**src/rtl/timer_pkg.sv**
```systemverilog
// ---------------------------------------------------------------------------
// timer_pkg
// Shared encodings and constants for the countdown timer.
//   ST_*     : FSM state encodings; the same values are driven on the status
//              port (00 IDLE, 01 RUNNING, 10 PAUSED, 11 EXPIRED).
//   MAX_SEC  : largest legal seconds value.
//   clamp_sec: limits a preset seconds value to MAX_SEC.
// ---------------------------------------------------------------------------
package timer_pkg;

  typedef logic [1:0] state_t;

  localparam state_t ST_IDLE    = 2'b00;
  localparam state_t ST_RUNNING = 2'b01;
  localparam state_t ST_PAUSED  = 2'b10;
  localparam state_t ST_EXPIRED = 2'b11;

  localparam logic [5:0] MAX_SEC = 6'd59;

  function automatic logic [5:0] clamp_sec(input logic [5:0] s);
    return (s > MAX_SEC) ? MAX_SEC : s;
  endfunction

endpackage

```
**src/rtl/sec_tick_gen.sv**
```systemverilog
// ---------------------------------------------------------------------------
// sec_tick_gen
// Prescaler producing a one-cycle sec_tick every TICKS_PER_SEC enabled cycles.
//   clk      : clock (rising edge)
//   rst      : synchronous active-high reset, zeroes the prescaler
//   enable   : advance the prescaler this cycle
//   clr      : zero the prescaler (takes precedence over enable)
//   sec_tick : high when enabled and the prescaler sits on its terminal value
// While enable is low the prescaler holds, so a paused count resumes from
// exactly where it stopped.
// ---------------------------------------------------------------------------
module sec_tick_gen #(
  parameter int TICKS_PER_SEC = 100000000
) (
  input  logic clk,
  input  logic rst,
  input  logic enable,
  input  logic clr,
  output logic sec_tick
);

  // A one-bit counter is kept even for TICKS_PER_SEC == 1; it then never
  // leaves zero and every enabled cycle is a tick.
  localparam int CW = (TICKS_PER_SEC > 1) ? $clog2(TICKS_PER_SEC) : 1;
  localparam logic [CW-1:0] TERM = CW'(TICKS_PER_SEC - 1);

  logic [CW-1:0] cnt_q, cnt_d;
  logic          terminal;

  assign terminal = (cnt_q == TERM);
  assign sec_tick = enable && terminal;

  always_comb begin
    cnt_d = cnt_q;
    if (clr) begin
      cnt_d = '0;
    end else if (enable) begin
      cnt_d = terminal ? '0 : cnt_q + 1'b1;
    end
  end

  always_ff @(posedge clk) begin
    if (rst) begin
      cnt_q <= '0;
    end else begin
      cnt_q <= cnt_d;
    end
  end

endmodule

```
**src/rtl/countdown_timer.sv**
```systemverilog
// ---------------------------------------------------------------------------
// countdown_timer
// Minutes:seconds countdown timer with load / start / stop / clear commands.
//   clk               : clock (rising edge)
//   rst               : synchronous active-high reset
//   load              : preset count from load_min / load_sec (seconds clamped)
//   load_min[7:0]     : preset minutes
//   load_sec[5:0]     : preset seconds
//   start             : begin or resume counting
//   stop              : pause counting
//   clear             : return to IDLE at 00:00
//   minutes[7:0]      : remaining minutes (registered)
//   seconds[5:0]      : remaining seconds 0..59 (registered)
//   status[1:0]       : registered FSM state
//   done              : one-cycle pulse on reaching 00:00 while running
// Only the highest-priority active command (clear > load > stop > start) is
// considered each cycle; if that command is not legal in the current state
// it is simply ignored and lower-priority commands stay masked.
// ---------------------------------------------------------------------------
module countdown_timer
  import timer_pkg::*;
#(
  parameter int TICKS_PER_SEC = 100000000
) (
  input  logic       clk,
  input  logic       rst,
  input  logic       load,
  input  logic [7:0] load_min,
  input  logic [5:0] load_sec,
  input  logic       start,
  input  logic       stop,
  input  logic       clear,
  output logic [7:0] minutes,
  output logic [5:0] seconds,
  output logic [1:0] status,
  output logic       done
);

  state_t     state_q, state_d;
  logic [7:0] min_q, min_d;
  logic [5:0] sec_q, sec_d;
  logic       done_q, done_d;

  logic is_running;
  logic count_zero;
  logic load_ok;
  logic stop_act;
  logic start_act;
  logic tick_en;
  logic pre_clr;
  logic sec_tick;

  // Command arbitration: each command is live only if no higher one is.
  assign is_running = (state_q == ST_RUNNING);
  assign count_zero = (min_q == 8'd0) && (sec_q == 6'd0);
  assign load_ok    = load && !clear && !is_running;
  assign stop_act   = stop && !clear && !load;
  assign start_act  = start && !clear && !load && !stop;

  // The prescaler freezes on a stop so that a coincident tick is dropped and
  // the partial second is kept for the resume.
  assign tick_en = is_running && !clear && !stop_act;
  assign pre_clr = clear || load_ok;

  sec_tick_gen #(
    .TICKS_PER_SEC(TICKS_PER_SEC)
  ) u_sec_tick_gen (
    .clk     (clk),
    .rst     (rst),
    .enable  (tick_en),
    .clr     (pre_clr),
    .sec_tick(sec_tick)
  );

  always_comb begin
    state_d = state_q;
    min_d   = min_q;
    sec_d   = sec_q;
    done_d  = 1'b0;

    if (clear) begin
      state_d = ST_IDLE;
      min_d   = 8'd0;
      sec_d   = 6'd0;
    end else if (load_ok) begin
      state_d = ST_IDLE;
      min_d   = load_min;
      sec_d   = clamp_sec(load_sec);
    end else if (stop_act && is_running) begin
      state_d = ST_PAUSED;
    end else if (start_act && (state_q == ST_IDLE || state_q == ST_PAUSED) && !count_zero) begin
      state_d = ST_RUNNING;
    end else if (sec_tick && !count_zero) begin
      // sec_tick only fires while running, and running is only entered with
      // a nonzero count; the count_zero guard keeps underflow impossible.
      if (sec_q != 6'd0) begin
        sec_d = sec_q - 6'd1;
      end else begin
        min_d = min_q - 8'd1;
        sec_d = MAX_SEC;
      end
      if (min_q == 8'd0 && sec_q == 6'd1) begin
        state_d = ST_EXPIRED;
        done_d  = 1'b1;
      end
    end
  end

  always_ff @(posedge clk) begin
    if (rst) begin
      state_q <= ST_IDLE;
      min_q   <= 8'd0;
      sec_q   <= 6'd0;
      done_q  <= 1'b0;
    end else begin
      state_q <= state_d;
      min_q   <= min_d;
      sec_q   <= sec_d;
      done_q  <= done_d;
    end
  end

  assign minutes = min_q;
  assign seconds = sec_q;
  assign status  = state_q;
  assign done    = done_q;

endmodule

```
**config.mk**
```make
export PLATFORM = sky130hd
export DESIGN_NAME = countdown_timer
export DESIGN_NICKNAME = d
export VERILOG_FILES = /design/src/rtl/timer_pkg.sv /design/src/rtl/sec_tick_gen.sv /design/src/rtl/countdown_timer.sv
export SDC_FILE = /design/constraint.sdc
export NUM_CORES = 1
export LEC_CHECK = 0
export BUFFER_PORTS_ARGS = -buffer_cell sky130_fd_sc_hd__clkbuf_2
export CAP_MARGIN = 5
export CORE_MARGIN = 10
export CORE_UTILIZATION = 61
export CTS_CLUSTER_SIZE = 8
export DETAILED_ROUTE_END_ITERATION = 7
export PLACE_DENSITY_LB_ADDON = 0.1
export SETUP_SLACK_MARGIN = 0.02
export SYNTH_ARGS = -nofsm -noshare
export SYNTH_HDL_FRONTEND = slang
export SYNTH_SLANG_ARGS = --single-unit
```
**constraint.sdc**
```tcl
create_clock -name clk -period 3.1 [get_ports clk]
set_input_delay 0.465 -clock clk [delete_from_list [all_inputs] [get_ports clk]]
set_output_delay 0.465 -clock clk [all_outputs]
set_load 0.02 [all_outputs]
```
==> results.cfg <==
[power_and_ir_drop]
p_per_area_nw_per_um2 = 374
ir_drop_uv = 235
leakagePower_nw = 0.975

[place]
gp_congestion = 0.870
dp_hpwl_mm = 4.55
pre_cts_slack_ns = 0.651
dpl_cell_area_um2 = 2760
io_buffers = 36

[sta]
period_share_pct = 75.1
max_freq_mhz = 430
finalHoldViolCount = 0
drv_slew = 0
fin_setup_tns_ns = 0
finalSetupViolCount = 0
worst_slack_ns = 0.772
period_needed_ns = 2.33
worst_pin_slew_ns = 0.685
rsz0062_at_grt = no
holdWs_ns = 0.394
finalClockSkew_ns = 0.0104
relSlewSlack_pct = 54.0

[routing]
vias = 2387
via_per_inst = 6.04
drt_iter0_drc = 170
drc_errors = 0
wl_per_cell_um = 15.3
wl_mm = 6.05
antenna_left = 0
drt_pass1_iterations = 4

[clocking]
cts-hold-fix-buffers = 0
cts_tree = yes
post-cts-setup-buffers = 0
path_clk_slew_ns = 0.08
clk_latency_ns = 0.30
root_buffer = clkbuf_8
cts_num_sinks = 44
tritoncts.num_buffers = 5
ctsResizeCount = 0
h-tree-depth = 2
clock_path_buffers = 2

[final_layout]
fin_nets = 371
final_cell_mix = 44 x dfxtp_1, 38 x nor2_1, 36 x clkbuf_2, 27 x nand2_1, 21 x xnor2_1
area_delta_synth_final_pct = 12.1
finish.instance_area_um2 = 2840
drive_gt1_share_pct = 17.7
fill_cells = 349
diodes = 0
layout_commonest_cell = dfxtp_1
utilization_pct = 71.0

[die]
start_util_pct = 63.4
chipWidth_um = 84.5
fp.dieH_um = 84.5
die_area_um2 = 7130
row_count = 23
pin_count = 37
core_area_um2 = 4000

[worst_hold_path]
holdPathStages = 3
min_path_type = input port to register

[synthesis]
yosys_register_bits = 44
ys.flop_type = dfxtp_1
syn-num-nets = 335
async_flop_share_pct = 0
ys_seq_area_share_pct = 34.7
syn_area_um2 = 2530
synth_top_cell_by_area = dfxtp_1
avgSynthCellArea_um2 = 8.20
yosys.area.top_type_share_pct = 34.7
synth_area_leaders = dfxtp_1 35%, xnor2_1 7.3%, nor2_1 5.6%
yosys_warnings = 0
synthCells = 309
synth_edf_count = 0
synth_cell_types = 53

[worst_setup_path]
worstPathArrival_ns = 2.52
criticalPathCategory = register to register
r2r-start = u_sec_tick_gen.cnt_q[0]
end_kind = register
crit_path_start = u_sec_tick_gen.cnt_q[0]
timing.rr.end = minutes[7]
crit_fanout = 9
rrSetupSlack_ns = 0.77
required_ns = 3.29
crit_path_end = minutes[7]
r2r_cells = 6
start_kind = register

[grt]
grt_pass1_wl_mm = 10.6
grt_pass1_vias = 2311
grt_max_degree = 26
track_usage_pct = 17.0
antenna_found_initial = 0
grt-ovfl-total = 0

[flow_run]
max_cap_violations = 0

[outcome]
run_status = complete, no violations
-- report_power, final --
group	leakage (nW)	switching [mW]	internal (mW)
clock	0.0410	0.196	0.154
combinational	0.579	0.0810	0.0542
sequential	0.355	0.00794	0.570
-- layout make-up --
cell class	count	area (µm²)	share of cell area, %
well taps	50	62.6	2.20
multi-input cells	241	1560	55.0
clock buffers	6	72.6	2.55
flip-flops and latches	44	881	31.0
inverters	13	48.8	1.72
repair buffers	40	210	7.40
clock inverters	1	5.00	0.176
-- kinds of logic (layout without fill, tap and decap cells) --
kind of cell	count (synthesis)	in the layout	share of synthesized area [%]
xor gates and xnor gates	28	28	9.67
adders and majority gates	6	6	2.96
AOI/OAI and AO/OA	44	44	12.6
and+or+nand+nor	160	160	35.1
buffers and inverters	24	60	3.65
DFF	44	44	34.7
muxes	3	3	1.18
-- sequential cells by signal, summed over array words and instances, names as in the netlist --
| register | count |
|---|---|
| seconds | 6 |
| minutes | 8 |
| done | 1 |
| u_sec_tick_gen.cnt_q | 27 |
| status | 2 |
-- per-layer routing --
metal | share of wire, % | global-route usage, % | up-vias | routed length [µm]
li1 | - | - | 1192 | -
met1 | 43 | 20.4 | 1122 | 2600
met2 | 49 | 29.1 | 67 | 2950
met3 | 7.5 | 4.64 | 6 | 454
met4 | 0.74 | 4.49 | 0 | 45
met5 | 0 | 0 | - | 0
-- worst max-delay path, stage by stage (launching register included) --
cell and delay, ns:
dfxtp_1 0.37, ha_1 0.23, nand4bb_1 0.17, nor4_2 0.65, o2111ai_2 0.42, o211ai_1 0.28, a31oi_1 0.10
-- Yosys cell counts, drive strengths merged (2+ instances only) --
master,number
a21oi,11
a22o,2
a22oi,2
a31oi,3
and2,2
and3,3
and4,2
buf,2
clkbuf,9
dfxtp,44
ha,6
inv,13
mux2i,3
nand2,28
nand2b,3
nand3,18
nand3b,2
nand4,10
nand4bb,3
nor2,38
nor2b,3
nor3,16
nor4,16
nor4b,4
o2111ai,2
o211ai,3
o21ai,6
o22ai,6
or3,4
or4,5
xnor2,21
xor2,7
-- worst min-delay path by stage --
| stage | startpoint | endpoint | slack [ns] |
|---|---|---|---|
| after floorplan | u_sec_tick_gen.cnt_q[1] | u_sec_tick_gen.cnt_q[1] | 0.48 |
| after global placement | u_sec_tick_gen.cnt_q[1] | u_sec_tick_gen.cnt_q[1] | 0.50 |
| after detailed placement | minutes[3] | minutes[3] | 0.51 |
| after CTS | load_min[2] | minutes[2] | 0.39 |
| after global routing | load_min[2] | minutes[2] | 0.41 |
| final | load_min[2] | minutes[2] | 0.39 |
-- through the flow --
step / total power, mW / std cells
after floorplan: 0.684 / 309
after global placement: 0.724 / 388
after detailed placement: 0.725 / 388
after CTS: 1.07 / 395
after global routing: 1.10 / 395
final: 1.06 / 395
(Power assumes the default switching activity.)
